$ cat config.mk
export PLATFORM = sky130hd
export DESIGN_NAME = muldiv_unit
export DESIGN_NICKNAME = d
export VERILOG_FILES = /design/src/rtl/muldiv_pkg.sv /design/src/rtl/muldiv_step.sv /design/src/rtl/muldiv_unit.sv
export SDC_FILE = /design/constraint.sdc
export NUM_CORES = 1
export LEC_CHECK = 0
export CAP_MARGIN = 10
export CORE_ASPECT_RATIO = 1.1
export CORE_MARGIN = 5
export CORE_UTILIZATION = 47
export CTS_CLUSTER_DIAMETER = 150
export DETAILED_ROUTE_END_ITERATION = 8
export GPL_TIMING_DRIVEN = 1
export HOLD_SLACK_MARGIN = 0.05
export MAX_ROUTING_LAYER = met4
export PLACE_DENSITY = 0.68
export SLEW_MARGIN = 0
export SYNTH_ARGS = -nofsm -noshare
export SYNTH_HDL_FRONTEND = slang
export SYNTH_SLANG_ARGS = --single-unit
$ cat constraint.sdc
create_clock -name clk_i -period 3.7 [get_ports clk_i]
set_clock_uncertainty 0.2 [all_clocks]
set_input_delay 0.37 -clock clk_i [delete_from_list [all_inputs] [get_ports clk_i]]
set_output_delay 0.37 -clock clk_i [all_outputs]
set_load 0.01 [all_outputs]
$ cat src/rtl/muldiv_pkg.sv
// rtl/muldiv_pkg.sv - shared op encodings and FSM states for the multiply/divide unit
package muldiv_pkg;

  typedef enum logic [1:0] {
    OP_MULT  = 2'b00,
    OP_MULTU = 2'b01,
    OP_DIV   = 2'b10,
    OP_DIVU  = 2'b11
  } op_e;

  typedef enum logic [1:0] {
    S_IDLE = 2'b00,
    S_CALC = 2'b01,
    S_FIX  = 2'b10,
    S_DONE = 2'b11
  } state_e;

  function automatic logic op_is_signed(input op_e op);
    return ~op[0];
  endfunction

  function automatic logic op_is_div(input op_e op);
    return op[1];
  endfunction

endpackage

$ cat src/rtl/muldiv_step.sv
// rtl/muldiv_step.sv - one combinational iteration: shift-add multiply or restoring divide
module muldiv_step #(
  parameter int WIDTH = 32
) (
  input  logic                 is_div_i,
  input  logic [2*WIDTH-1:0]   acc_i,
  input  logic [WIDTH-1:0]     b_i,
  output logic [2*WIDTH-1:0]   acc_o
);

  logic [WIDTH:0] sum;
  logic [WIDTH:0] trial;
  logic [WIDTH:0] diff;

  always_comb begin
    // Multiply: upper half accumulates, lower half holds the remaining multiplier bits.
    sum   = {1'b0, acc_i[2*WIDTH-1:WIDTH]} + (acc_i[0] ? {1'b0, b_i} : '0);
    // Divide: upper half is the partial remainder, lower half shifts dividend out / quotient in.
    trial = acc_i[2*WIDTH-1:WIDTH-1];
    diff  = trial - {1'b0, b_i};
    acc_o = {sum, acc_i[WIDTH-1:1]};
    if (is_div_i) begin
      if (!diff[WIDTH]) begin
        acc_o = {diff[WIDTH-1:0], acc_i[WIDTH-2:0], 1'b1};
      end else begin
        acc_o = {trial[WIDTH-1:0], acc_i[WIDTH-2:0], 1'b0};
      end
    end
  end

endmodule

$ cat src/rtl/muldiv_unit.sv
// rtl/muldiv_unit.sv - iterative MULT/MULTU/DIV/DIVU unit owning the HI/LO registers
module muldiv_unit
  import muldiv_pkg::*;
#(
  parameter int WIDTH = 32,
  parameter int CNT_W = $clog2(WIDTH) + 1
) (
  input  logic             clk_i,
  input  logic             rst_i,
  input  logic             start_i,
  input  logic [1:0]       op_i,
  input  logic [WIDTH-1:0] rs_i,
  input  logic [WIDTH-1:0] rt_i,
  input  logic             kill_i,
  input  logic             wr_hi_i,
  input  logic             wr_lo_i,
  input  logic [WIDTH-1:0] wdata_i,
  output logic             busy_o,
  output logic             done_o,
  output logic             divzero_o,
  output logic [WIDTH-1:0] hi_o,
  output logic [WIDTH-1:0] lo_o
);

  localparam int W2 = 2 * WIDTH;

  state_e           state_q, state_d;
  op_e              op_q, op_d;
  logic [CNT_W-1:0] cnt_q, cnt_d;
  logic [W2-1:0]    acc_q, acc_d;
  logic [WIDTH-1:0] a_q, a_d;
  logic [WIDTH-1:0] b_q, b_d;
  logic [WIDTH-1:0] hi_q, hi_d;
  logic [WIDTH-1:0] lo_q, lo_d;
  logic             neg_res_q, neg_res_d;
  logic             neg_a_q, neg_a_d;
  logic             bzero_q, bzero_d;
  logic             divzero_q, divzero_d;

  op_e              op_in;
  logic             in_signed;
  logic             is_div;
  logic [WIDTH-1:0] mag_a, mag_b;
  logic [W2-1:0]    step_acc, prod_fix;
  logic [WIDTH-1:0] quo_fix, rem_fix;

  assign op_in     = op_e'(op_i);
  assign in_signed = op_is_signed(op_in);
  assign is_div    = op_is_div(op_q);
  assign mag_a     = (in_signed && rs_i[WIDTH-1]) ? -rs_i : rs_i;
  assign mag_b     = (in_signed && rt_i[WIDTH-1]) ? -rt_i : rt_i;

  // Sign flags are only ever set for signed ops, so unsigned results pass through untouched.
  assign prod_fix = neg_res_q ? -acc_q : acc_q;
  assign quo_fix  = neg_res_q ? -acc_q[WIDTH-1:0] : acc_q[WIDTH-1:0];
  assign rem_fix  = neg_a_q ? -acc_q[W2-1:WIDTH] : acc_q[W2-1:WIDTH];

  muldiv_step #(.WIDTH(WIDTH)) u_step (
    .is_div_i (is_div),
    .acc_i    (acc_q),
    .b_i      (b_q),
    .acc_o    (step_acc)
  );

  always_comb begin
    state_d   = state_q;
    op_d      = op_q;
    cnt_d     = cnt_q;
    acc_d     = acc_q;
    a_d       = a_q;
    b_d       = b_q;
    hi_d      = hi_q;
    lo_d      = lo_q;
    neg_res_d = neg_res_q;
    neg_a_d   = neg_a_q;
    bzero_d   = bzero_q;
    divzero_d = divzero_q;

    case (state_q)
      S_IDLE: begin
        if (start_i) begin
          op_d      = op_in;
          a_d       = rs_i;
          b_d       = mag_b;
          acc_d     = {{WIDTH{1'b0}}, mag_a};
          neg_res_d = in_signed && (rs_i[WIDTH-1] ^ rt_i[WIDTH-1]);
          neg_a_d   = in_signed && rs_i[WIDTH-1];
          bzero_d   = (rt_i == '0);
          cnt_d     = '0;
          divzero_d = 1'b0;
          state_d   = S_CALC;
        end
      end
      S_CALC: begin
        if (kill_i) begin
          state_d = S_IDLE;
        end else begin
          acc_d = step_acc;
          cnt_d = cnt_q + CNT_W'(1);
          if (cnt_q == CNT_W'(WIDTH - 1)) state_d = S_FIX;
        end
      end
      S_FIX: begin
        if (kill_i) begin
          state_d = S_IDLE;
        end else begin
          if (!is_div) begin
            hi_d = prod_fix[W2-1:WIDTH];
            lo_d = prod_fix[WIDTH-1:0];
          end else if (bzero_q) begin
            hi_d = a_q;
            lo_d = '1;
          end else begin
            hi_d = rem_fix;
            lo_d = quo_fix;
          end
          divzero_d = is_div && bzero_q;
          state_d   = S_DONE;
        end
      end
      S_DONE: state_d = S_IDLE;
      default: state_d = S_IDLE;
    endcase

    // MTHI/MTLO only land outside CALC/FIX, so they never collide with the FIX write.
    if (!busy_o) begin
      if (wr_hi_i) hi_d = wdata_i;
      if (wr_lo_i) lo_d = wdata_i;
    end
  end

  always_ff @(posedge clk_i or negedge rst_i) begin
    if (!rst_i) begin
      state_q   <= S_IDLE;
      op_q      <= OP_MULT;
      cnt_q     <= '0;
      acc_q     <= '0;
      a_q       <= '0;
      b_q       <= '0;
      hi_q      <= '0;
      lo_q      <= '0;
      neg_res_q <= 1'b0;
      neg_a_q   <= 1'b0;
      bzero_q   <= 1'b0;
      divzero_q <= 1'b0;
    end else begin
      state_q   <= state_d;
      op_q      <= op_d;
      cnt_q     <= cnt_d;
      acc_q     <= acc_d;
      a_q       <= a_d;
      b_q       <= b_d;
      hi_q      <= hi_d;
      lo_q      <= lo_d;
      neg_res_q <= neg_res_d;
      neg_a_q   <= neg_a_d;
      bzero_q   <= bzero_d;
      divzero_q <= divzero_d;
    end
  end

  assign busy_o    = (state_q == S_CALC) || (state_q == S_FIX);
  assign done_o    = (state_q == S_DONE);
  assign divzero_o = divzero_q;
  assign hi_o      = hi_q;
  assign lo_o      = lo_q;

endmodule
==> report_table.html, run 1 <==
<table>
<tr><th>Metric</th><th>Value</th></tr>
<tr><th colspan="2">Status</th></tr>
<tr><td>Outcome</td><td>complete, no violations</td></tr>
<tr><th colspan="2">Power and ir drop</th></tr>
<tr><td>Leak pwr</td><td>8.69 nW</td></tr>
<tr><td>Switching share of total power</td><td>47.8%</td></tr>
<tr><td>Switching Power</td><td>9.37 mW</td></tr>
<tr><td>Relative contribution of sequential cells to total power</td><td>22.3%</td></tr>
<tr><td>PwrDens</td><td>965 nW/um^2</td></tr>
<tr><td>Share of power burned in the clock network</td><td>12.8%</td></tr>
<tr><td>Max IR drop VDD</td><td>412 uV</td></tr>
<tr><td>Logic gate share of total power</td><td>64.9%</td></tr>
<tr><td>Internal cell power</td><td>10.2 mW</td></tr>
<tr><th colspan="2">Clock network</th></tr>
<tr><td>Clk Tree Root Cell</td><td>sky130_fd_sc_hd__clkbuf_16</td></tr>
<tr><td>Number of clock buffers inserted by TritonCTS</td><td>25</td></tr>
<tr><td>Max Buffers Root-to-Sink</td><td>3</td></tr>
<tr><td>TritonCTS clock tree</td><td>built</td></tr>
<tr><td>Clock sinks</td><td>205</td></tr>
<tr><td>Skew-Pair Late Insertion Delay</td><td>0.55 ns</td></tr>
<tr><td>Level count of the clock H-tree</td><td>1</td></tr>
<tr><td>Clock-pin slew on the worst setup and hold paths</td><td>0.06 ns</td></tr>
<tr><th colspan="2">Routing</th></tr>
<tr><td>Length of the first detailed-routing pass in iterations</td><td>5</td></tr>
<tr><td>Remaining antenna violation count after routing</td><td>0</td></tr>
<tr><td>Avg WL per Cell</td><td>21.7 um</td></tr>
<tr><td>Post-DR vias/cell</td><td>6.05</td></tr>
<tr><td>Total number of vias</td><td>16600</td></tr>
<tr><td>1st-iter DRT viols</td><td>1315</td></tr>
<tr><td>Detailed Route WL</td><td>59.7 mm</td></tr>
<tr><td>Post-route DRC</td><td>0</td></tr>
<tr><th colspan="2">Synth</th></tr>
<tr><td>Gate count of the mapped netlist</td><td>2107</td></tr>
<tr><td>Proportion of synthesized area in mux cells</td><td>6.05%</td></tr>
<tr><td>Area fraction in and, or, nand and nor cells after synthesis</td><td>18.3%</td></tr>
<tr><td>Xor-xnor portion of the synthesized cell area</td><td>10.3%</td></tr>
<tr><td>Number of synthesis warnings</td><td>0</td></tr>
<tr><td>Top_reg_cell synth</td><td>sky130_fd_sc_hd__dfrtp_1</td></tr>
<tr><td>Compound-cell area share of the yosys netlist</td><td>24.1%</td></tr>
<tr><td>Post-synthesis cell area</td><td>16700 um^2</td></tr>
<tr><td>Number of nets in the synthesized netlist</td><td>2287</td></tr>
<tr><td>Mean instance size in the synthesized netlist</td><td>7.93 um^2</td></tr>
<tr><td>Largest family of logic cells by synthesized area</td><td>compound AO/OA/AOI/OAI gates</td></tr>
<tr><td>Post-synthesis sequential area ratio</td><td>30.7%</td></tr>
<tr><td>Async SR Flop Fraction</td><td>100%</td></tr>
<tr><td>Number of library cell types mapped by synthesis</td><td>74</td></tr>
<tr><td>EDFF count, synth</td><td>0</td></tr>
<tr><td>Post-synthesis register bit count</td><td>205</td></tr>
<tr><td>Adder-cell share of the synthesized area</td><td>5.78%</td></tr>
<tr><th colspan="2">Job</th></tr>
<tr><td>Max Cap Viol</td><td>0</td></tr>
<tr><th colspan="2">Critical path</th></tr>
<tr><td>R2r endpoint</td><td>hi_o[23]</td></tr>
<tr><td>RR Startpoint</td><td>acc_q[15]</td></tr>
<tr><td>Number of cell instances on the worst register-to-register path</td><td>9</td></tr>
<tr><td>WP data required</td><td>3.98 ns</td></tr>
<tr><td>Critical path arrival</td><td>3.83 ns</td></tr>
<tr><td>Startpoint class of the critical path</td><td>register</td></tr>
<tr><td>Worst setup path endpoint</td><td>hi_o[23]</td></tr>
<tr><td>Largest driver fanout on the critical path</td><td>8</td></tr>
<tr><td>Type of element capturing the critical path</td><td>register</td></tr>
<tr><td>Launching instance or port of the critical path</td><td>acc_q[15]</td></tr>
<tr><td>Minimum setup slack among reg-to-reg paths</td><td>0.16 ns</td></tr>
<tr><td>Type of the setup path with the least slack</td><td>reg2reg</td></tr>
<tr><th colspan="2">Timing</th></tr>
<tr><td>Hold violation count in the final report</td><td>0</td></tr>
<tr><td>Worst setup slack after layout</td><td>0.156 ns</td></tr>
<tr><td>Relative slew slack</td><td>46.2%</td></tr>
<tr><td>Finish-stage setup viols</td><td>0</td></tr>
<tr><td>Peak clock frequency supported by timing</td><td>282 MHz</td></tr>
<tr><td>Number of max-slew violations in the final report</td><td>0</td></tr>
<tr><td>Fin crit share</td><td>95.8%</td></tr>
<tr><td>Final critical path time including I/O delays and setup</td><td>3.54 ns</td></tr>
<tr><td>Setup repair after global routing missed its margin</td><td>false</td></tr>
<tr><td>Slew at the pin closest to its max-slew limit</td><td>0.800 ns</td></tr>
<tr><td>Setup_tns</td><td>0 ns</td></tr>
<tr><th colspan="2">Place</th></tr>
<tr><td>Routability Congestion</td><td>0.963</td></tr>
<tr><td>Number of input and output port buffers inserted</td><td>170</td></tr>
<tr><td>Detailed-placement wirelength estimate</td><td>46.5 mm</td></tr>
<tr><td>Pre-CTS setup slack</td><td>0.137 ns</td></tr>
<tr><td>Instance area at placement</td><td>19500 um^2</td></tr>
<tr><th colspan="2">Finish</th></tr>
<tr><td>Most frequent standard cell in the layout excluding fill and tap cells</td><td>sky130_fd_sc_hd__nand2_1</td></tr>
<tr><td>Layout cell share with drive strength beyond 1</td><td>10.1%</td></tr>
<tr><td>Post-route cell area</td><td>20300 um^2</td></tr>
<tr><td>Final Core Density</td><td>57.9%</td></tr>
<tr><td>Area added between synthesis and finish</td><td>21.7%</td></tr>
<tr><td>Leading cell types in the layout, fill and taps excluded</td><td>sky130_fd_sc_hd__nand2_1, sky130_fd_sc_hd__o21ai_0, sky130_fd_sc_hd__dfrtp_1, sky130_fd_sc_hd__clkdlybuf4s50_1, sky130_fd_sc_hd__nor2_1</td></tr>
<tr><td>Layout net count</td><td>2463</td></tr>
<tr><th colspan="2">Global route</th></tr>
<tr><td>Wire length of the first global-routing pass</td><td>92.4 mm</td></tr>
<tr><td>Global Route Usage Sum</td><td>30.0%</td></tr>
<tr><td>Antenna violations before repair</td><td>2</td></tr>
<tr><td>Maximum number of pins on one net before global-route repair</td><td>106</td></tr>
<tr><td>Remaining global-route overflow</td><td>0</td></tr>
<tr><td>Vias in the first global route</td><td>16100</td></tr>
<tr><th colspan="2">Floorplan</th></tr>
<tr><td>Placement Rows</td><td>72</td></tr>
<tr><td>Starting utilization of the core area</td><td>47.5%</td></tr>
<tr><td>Count of pins on the block boundary</td><td>171</td></tr>
<tr><td>Std-Cell Core Area</td><td>35100 um^2</td></tr>
<tr><td>Vert. Die Dim</td><td>208 um</td></tr>
<tr><td>Die Area</td><td>39400 um^2</td></tr>
<tr><td>Horiz. Die Dim</td><td>190 um</td></tr>
<tr><th colspan="2">Worst hold path</th></tr>
<tr><td>Class of the most critical hold timing path</td><td>in2reg</td></tr>
<tr><td>Beginning of the worst hold path</td><td>wdata_i[6]</td></tr>
</table>
-- power groups by stage --
stage | sequential [mW] | clock (mW) | combinational, mW
final | 4.38 | 2.51 | 12.7
after global routing | 4.49 | 2.63 | 13.9
after CTS | 4.36 | 2.55 | 12.6
after detailed placement | 4.40 | 0 | 12.5
after global placement | 4.37 | 0 | 12.4
after floorplan | 4.10 | 0 | 8.16
-- layout make-up --
cell class	instances	area (um^2)
timing repair buffer	291	2710
clock inverter	7	71.3
inverter	68	255
clock buffer	39	758
sequential	205	5130
multi-input combinational	1692	10800
fill	3247	14800
antenna	1	2.50
tap	444	556
-- worst max-delay path, cell delays in order, from the launching register on --
cell	delay, ns
sky130_fd_sc_hd__dfrtp_1	0.43
sky130_fd_sc_hd__or4_1	0.58
sky130_fd_sc_hd__or2_1	0.35
sky130_fd_sc_hd__nor4_4	0.35
sky130_fd_sc_hd__nand2_2	0.15
sky130_fd_sc_hd__or2_1	0.30
sky130_fd_sc_hd__o311ai_1	0.32
sky130_fd_sc_hd__mux2_2	0.38
sky130_fd_sc_hd__a311oi_1	0.27
sky130_fd_sc_hd__a221o_1	0.15
-- worst min path at each step --
stage / to / slack (ns) / cells past startpoint
6_report: hi_o[6] / 0.20 / 3
5_1_grt: lo_o[7] / 0.24 / 3
4_1_cts: hi_o[6] / 0.18 / 3
3_5_place_dp: b_q[6] / 0.27 / 2
3_3_place_gp: b_q[2] / 0.26 / 2
2_1_floorplan: a_q[0] / -0.13 / 0
-- stage by stage --
stage / cells / power [mW] / hold WS (ns)
6_report: 2747 / 19.6 / 0.204
5_1_grt: 2747 / 21.0 / 0.235
4_1_cts: 2745 / 19.5 / 0.184
3_5_place_dp: 2698 / 16.9 / 0.270
3_3_place_gp: 2698 / 16.7 / 0.262
2_1_floorplan: 2107 / 12.3 / -0.126
-- state kept, by name, summed over array words and instances, names as in the netlist, 2 cells and up --
register  cells
acc_q        64
a_q          32
b_q          32
state_q       2
cnt_q         6
hi_o         32
lo_o         32
-- cells in the mapped netlist (14+ instances only) --
cell / n / area, um^2
sky130_fd_sc_hd__ha_1: 74 / 926
sky130_fd_sc_hd__clkbuf_1: 120 / 450
sky130_fd_sc_hd__nand4_1: 14 / 87.6
sky130_fd_sc_hd__nor2b_1: 14 / 87.6
sky130_fd_sc_hd__a21o_1: 22 / 165
sky130_fd_sc_hd__dfrtp_1: 205 / 5130
sky130_fd_sc_hd__xor2_1: 63 / 552
sky130_fd_sc_hd__a31oi_1: 18 / 113
sky130_fd_sc_hd__mux2i_1: 57 / 571
sky130_fd_sc_hd__o21ai_0: 248 / 1240
sky130_fd_sc_hd__a22oi_1: 33 / 248
sky130_fd_sc_hd__xnor2_1: 134 / 1170
sky130_fd_sc_hd__o31ai_1: 25 / 188
sky130_fd_sc_hd__or3_1: 16 / 100
sky130_fd_sc_hd__nor3_1: 46 / 230
sky130_fd_sc_hd__a21oi_1: 144 / 721
sky130_fd_sc_hd__nand2_1: 280 / 1050
sky130_fd_sc_hd__inv_1: 67 / 251
sky130_fd_sc_hd__o22ai_1: 39 / 244
sky130_fd_sc_hd__nor2_1: 147 / 552
sky130_fd_sc_hd__mux2_2: 39 / 439
sky130_fd_sc_hd__or4_1: 17 / 128
sky130_fd_sc_hd__o211ai_1: 21 / 158
sky130_fd_sc_hd__nand3_1: 34 / 170
sky130_fd_sc_hd__a211oi_1: 16 / 120
sky130_fd_sc_hd__buf_1: 16 / 60.1
sky130_fd_sc_hd__nor4_1: 20 / 125
sky130_fd_sc_hd__nand2b_1: 26 / 163
-- timing repair --
item,4_1_cts,5_1_grt
setup endpoints to repair,0,6
hold endpoints to repair,83,0
buffers inserted,0,1
gates resized for setup,0,6
hold buffers,1,0
-- layer usage --
layer | wire, um | track usage [%] | share of wire, % | up-vias
li1 | - | - | - | 7902
met1 | 24300 | 37.0 | 41 | 7944
met2 | 28800 | 50.0 | 48 | 661
met3 | 4020 | 3.85 | 6.7 | 120
met4 | 2660 | 11.9 | 4.5 | 0
met5 | 0 | - | 0 | -
-- kinds of logic (layout without fill, tap and decap cells) --
group / after synthesis / in the layout
xor+xnor: 197 / 197
fa+ha+maj: 76 / 76
other cells: 0 / 1
buf+inv: 210 / 405
mux: 96 / 96
simple gates: 660 / 660
flops: 205 / 205
compound gates: 663 / 663
Power figures use the tool's default switching activity.
==> inputs of run 2 (changes only) <==
--- a/config.mk
+++ b/config.mk
@@ -5,7 +5,7 @@
 export SDC_FILE = /design/constraint.sdc
 export NUM_CORES = 1
 export LEC_CHECK = 0
-export CAP_MARGIN = 10
+export CAP_MARGIN = 20
 export CORE_ASPECT_RATIO = 1.1
 export CORE_MARGIN = 5
 export CORE_UTILIZATION = 47
@@ -15,6 +15,7 @@
 export HOLD_SLACK_MARGIN = 0.05
 export MAX_ROUTING_LAYER = met4
 export PLACE_DENSITY = 0.68
+export SKIP_LAST_GASP = 1
 export SLEW_MARGIN = 0
 export SYNTH_ARGS = -nofsm -noshare
 export SYNTH_HDL_FRONTEND = slang
==> results of run 2 <==
Final layout, timing and power as in run 1 (identical DEF).
==> variant 1: new RTL, flow settings as in run 1 <==
Make the reset (`rst_i`) synchronous in one clocked block.
--- a/src/rtl/muldiv_unit.sv
+++ b/src/rtl/muldiv_unit.sv
@@ -130,5 +130,5 @@
   end
 
-  always_ff @(posedge clk_i or negedge rst_i) begin
+  always_ff @(posedge clk_i) begin
     if (!rst_i) begin
       state_q   <= S_IDLE;
Behaviour: differs if rst_i is asserted again (counterexample within 4 cycles, from zero or initial values and one cycle with rst_i low); with rst_i held inactive, the same outputs for 4 cycles.
==> variant 1 against run 1 <==
- via count is 2.7% higher
- synthesized area is 4.1% lower
- setup slack worse by 0.056 ns
- sequential cell count stayed put
- utilization is 0.73 points higher
- global-route usage is 2.9 points higher
- critical path depth is 6 higher
- cell area is 2.2% lower
- synthesized cell count is 1.7% higher
- wire length is 5.4% higher
- count of clock-buffer cells in the layout is 1 lower
- critical path type unchanged
Power is not compared: it rests on default switching activity, and its combinational part moved more than twofold at a synthesized area within 25%.
==> variant 1: results (changes against run 1) <==
1st-pass router iterations 8 (was 5); Biggest register acc_q (unchanged); async set-reset flop share out of synthesis 0% (was 100%); CTS H-tree lvls 1 (unchanged); layout net count 2508 (was 2463); r2r worst-path depth 15 (was 9); reg2reg setup slack 0.10 ns (was 0.16 ns); hold wc startpoint op_i[1] (was wdata_i[6]); Hold Path End op_q[1] (was hi_o[6]); die area 37900 um^2 (was 39400 um^2); Worst EP arrival 3.78 ns (was 3.83 ns); ANT cells 0 (was 1); number of remaining DRC errors 0 (unchanged); gr usage total 32.9% (was 30.0%); number of antenna violations at the first check in global routing 0 (was 2); Detailed Route Iter0 Violations 1487 (was 1315); Reg2Reg Capture Point acc_q[62] (was hi_o[23]); number of global-route vias before repair 16400 (was 16100); ratio of cells with drive above 1 in the final layout 11.4% (was 10.1%); Worst-Margin Slew 0.986 ns (was 0.800 ns); outcome complete, no violations (unchanged); post-synthesis sequential area ratio 25.6% (was 30.7%); Via density 6.13 (was 6.05); top cells by area, synth dfxtp_1 26%, nand2_1 7.0%, xnor2_1 6.9% (was dfrtp_1 31%, o21ai_0 7.4%, xnor2_1 7.0%); Post-synth top cells 298 x nand2_1, 209 x a21oi_1, 205 x dfxtp_1 (was 280 x nand2_1, 248 x o21ai_0, 205 x dfrtp_1); HPWL Detailed 48700 um (was 46500 um); routed len/inst 22.6 um (was 21.7 um); Worst Setup SP b_q[2] (was acc_q[15]); crit-path max FO 12 (was 8); largest net degree at the start of global routing 149 (was 106); synth unique cells 85 (was 74)
-- variant 1: metal layers --
layer	global-route usage [%]	vias up	wire, um
li1	-	8068	-
met1	41.1	8132	25400
met2	54.5	738	30100
met3	3.71	133	4840
met4	12.3	0	2720
met5	-	-	0
-- variant 1: how the worst max path moves through the flow --
stage / slack, ns / endpoint
2_1_floorplan: 0.20 / hi_o[12]
3_3_place_gp: 0.03 / hi_o[23]
3_5_place_dp: -0.12 / acc_q[62]
4_1_cts: 0.02 / acc_q[61]
5_1_grt: -0.06 / acc_q[37]
6_report: 0.10 / acc_q[62]
-- variant 1: logic make-up (layout without fill, tap and decap cells) --
group,after synthesis,count (layout),synth area share [%]
compound gates,693,693,28.2
flops,205,205,25.6
buf+inv,231,434,5.62
fa+ha+maj,76,76,6.03
xor+xnor,196,196,10.7
simple gates,671,671,19.3
mux,71,71,4.47
-- variant 1: worst max-delay path, cell delays in order, from the launching register on --
cell	delay, ns
dfxtp_1	0.36
inv_1	0.09
ha_4	0.24
nor2b_2	0.15
o31a_1	0.28
o31ai_4	0.26
a21oi_1	0.11
buf_4	0.16
o211ai_1	0.17
buf_4	0.15
a21o_1	0.13
a21oi_1	0.08
or3_1	0.42
buf_6	0.19
o311ai_1	0.30
a221oi_1	0.15
-- variant 1: final cells by class --
cell class,instances,area [um^2]
timing repair buffer,319,2860
sequential,205,4110
inverter,70,265
tap,438,548
clock inverter,7,144
multi-input combinational,1707,11200
clock buffer,38,754
fill,3214,14100
-- variant 1: metrics by stage --
stage	instances	cell area (um^2)	power, mW	setup slack (ns)	hold WS (ns)
floorplan	2143	16000	3.98	0.203	0.233
global placement	2736	18800	5.01	0.0271	0.245
detailed placement	2736	18800	5.03	-0.123	0.251
CTS	2781	19700	7.73	0.0171	0.142
global route	2784	19900	8.10	-0.0563	0.172
finish	2784	19900	7.79	0.101	0.162
-- variant 1: power by group --
group	switching [mW]	leakage, nW	internal, mW	total [mW]
registers	0.164	1.68	2.41	2.57
clock network	1.03	0.433	1.68	2.71
logic	1.45	5.65	1.05	2.51
-- variant 1: what timing repair did --
action                     4_1_cts  5_1_grt
setup endpoints to repair       26       38
pin swaps                        0        8
buffers inserted                 0        3
gates resized for setup          6       37
==> variant 2: new RTL, config.mk and constraints of run 1 <==
Made on the original files. `WIDTH` is set to 32 in 2 places; all go to 16.
--- a/src/rtl/muldiv_step.sv
+++ b/src/rtl/muldiv_step.sv
@@ -1,5 +1,5 @@
 // rtl/muldiv_step.sv - one combinational iteration: shift-add multiply or restoring divide
 module muldiv_step #(
-  parameter int WIDTH = 32
+  parameter int WIDTH = 16
 ) (
   input  logic                 is_div_i,
--- a/src/rtl/muldiv_unit.sv
+++ b/src/rtl/muldiv_unit.sv
@@ -3,5 +3,5 @@
   import muldiv_pkg::*;
 #(
-  parameter int WIDTH = 32,
+  parameter int WIDTH = 16,
   parameter int CNT_W = $clog2(WIDTH) + 1
 ) (
Ports: changed (5 resized); port bits go from 171 to 91. The function was not compared with the original's and may differ.
==> variant 2 against run 1 <==
- non-clock buffer count down 174
- synthesized area down 51%
- setup slack better by 0.015 ns
- wire length down 60%
- cell area down 52%
- first-iteration DRC count down 64%
- power down 57%
- sequential power down 46%
- utilization down 0.89 points
- worst hold slack better by 0.078 ns
- sequential cell count down 97
- global-route usage down 5.0 points
- critical endpoint is now acc_q[30]
==> variant 2: results (changes against run 1) <==
reg2reg setup slack 0.17 ns (was 0.16 ns); Logic pwr share 59.6% (was 64.9%); Syn Nets 1084 (was 2287); Reg2Reg Capture Point acc_q[30] (was hi_o[23]); largest net degree at the start of global routing 69 (was 106); met1 usage 31.4% (was 37.0%); PortBufs 90 (was 170); synth unique cells 63 (was 74); sequential power share 28.1% (was 22.3%); Hold Crit Depth 2 (was 3); top cells by area, synth dfrtp_1 33%, o21ai_0 8.0%, xnor2_1 7.1% (was dfrtp_1 31%, o21ai_0 7.4%, xnor2_1 7.0%); worst hold slack 0.282 ns (was 0.204 ns); gr usage total 25.0% (was 30.0%); XOR/XNOR Fraction of Synth Area 9.72% (was 10.3%); Place WS 0.176 ns (was 0.137 ns); first-pass GRT wire length 39000 um (was 92400 um); largest stage delay on the critical path 0.42 ns (was 0.58 ns); layout net count 1162 (was 2463); ANT cells 0 (was 1); Slew Limit Fails 0 (unchanged); adder-cell share of the synthesized area 7.05% (was 5.78%); met2 WL post-DR 11700 um (was 28800 um); CTS H-tree lvls 3 (was 1); Hold Path Class flip-flop to flip-flop (was input port to flip-flop); met2 Use GR 41.0% (was 50.0%); number of antenna violations at the first check in global routing 0 (was 2); Worst-Margin Slew 1.06 ns (was 0.800 ns); crit-path max FO 6 (was 8); Post-synth top cells 131 x o21ai_0, 126 x nand2_1, 108 x dfrtp_1 (was 280 x nand2_1, 248 x o21ai_0, 205 x dfrtp_1); Hold Path End b_q[5] (was hi_o[6]); Worst-Skew Late Latency 0.36 ns (was 0.55 ns); max FFs per register 32 (was 64); Clock Path Buffers 2 (was 3); hold wc startpoint b_q[5] (was wdata_i[6]); outcome complete, no violations (unchanged); met3 usage 3.59% (was 3.85%); number of global-route vias before repair 7254 (was 16100); post-synthesis mux area share 6.71% (was 6.05%); GPL Wtd Cong 0.920 (was 0.963); r2r worst-path depth 13 (was 9); DR WL met3 1300 um (was 4020 um); total number of vias 7434 (was 16600); Cell Area, Placed 9390 um^2 (was 19500 um^2); Crit-path slowest cell dfrtp_1 (was or4_1); routed len/inst 18.6 um (was 21.7 um); LEAKAGE 4.10 nW (was 8.69 nW); average cell area after synthesis 8.34 um^2 (was 7.93 um^2)
variant 2: cell count changes after synthesis, sizes merged, moves of 23 or more:
cell / before / now
a21oi: 144 / 47
clkbuf: 120 / 41
dfrtp: 205 / 108
ha: 74 / 43
inv: 67 / 42
mux2: 39 / 16
nand2: 281 / 126
nand3: 34 / 11
nor2: 147 / 60
nor3: 46 / 15
o21ai: 254 / 133
xnor2: 134 / 66
xor2: 63 / 25
variant 2: area by class of cell:
type	instances	area (um^2)	area share, %
Clock buffer	11	253	2.60
Clock inverter	5	57.6	0.591
Inverter	42	158	1.62
Multi-Input combinational cell	783	5150	52.9
Sequential cell	108	2700	27.8
Tap cell	234	293	3.01
Timing Repair Buffer	117	1120	11.5
variant 2: metrics by stage:
step | power [mW] | util [%] | setup TNS, ns
after global routing | 9.07 | 57.0 | -0.00280
after detailed placement | 7.27 | 55.0 | 0
after floorplan | 5.63 | - | 0
final | 8.37 | 57.0 | 0
after global placement | 7.19 | 55.0 | 0
after CTS | 8.31 | 56.8 | 0
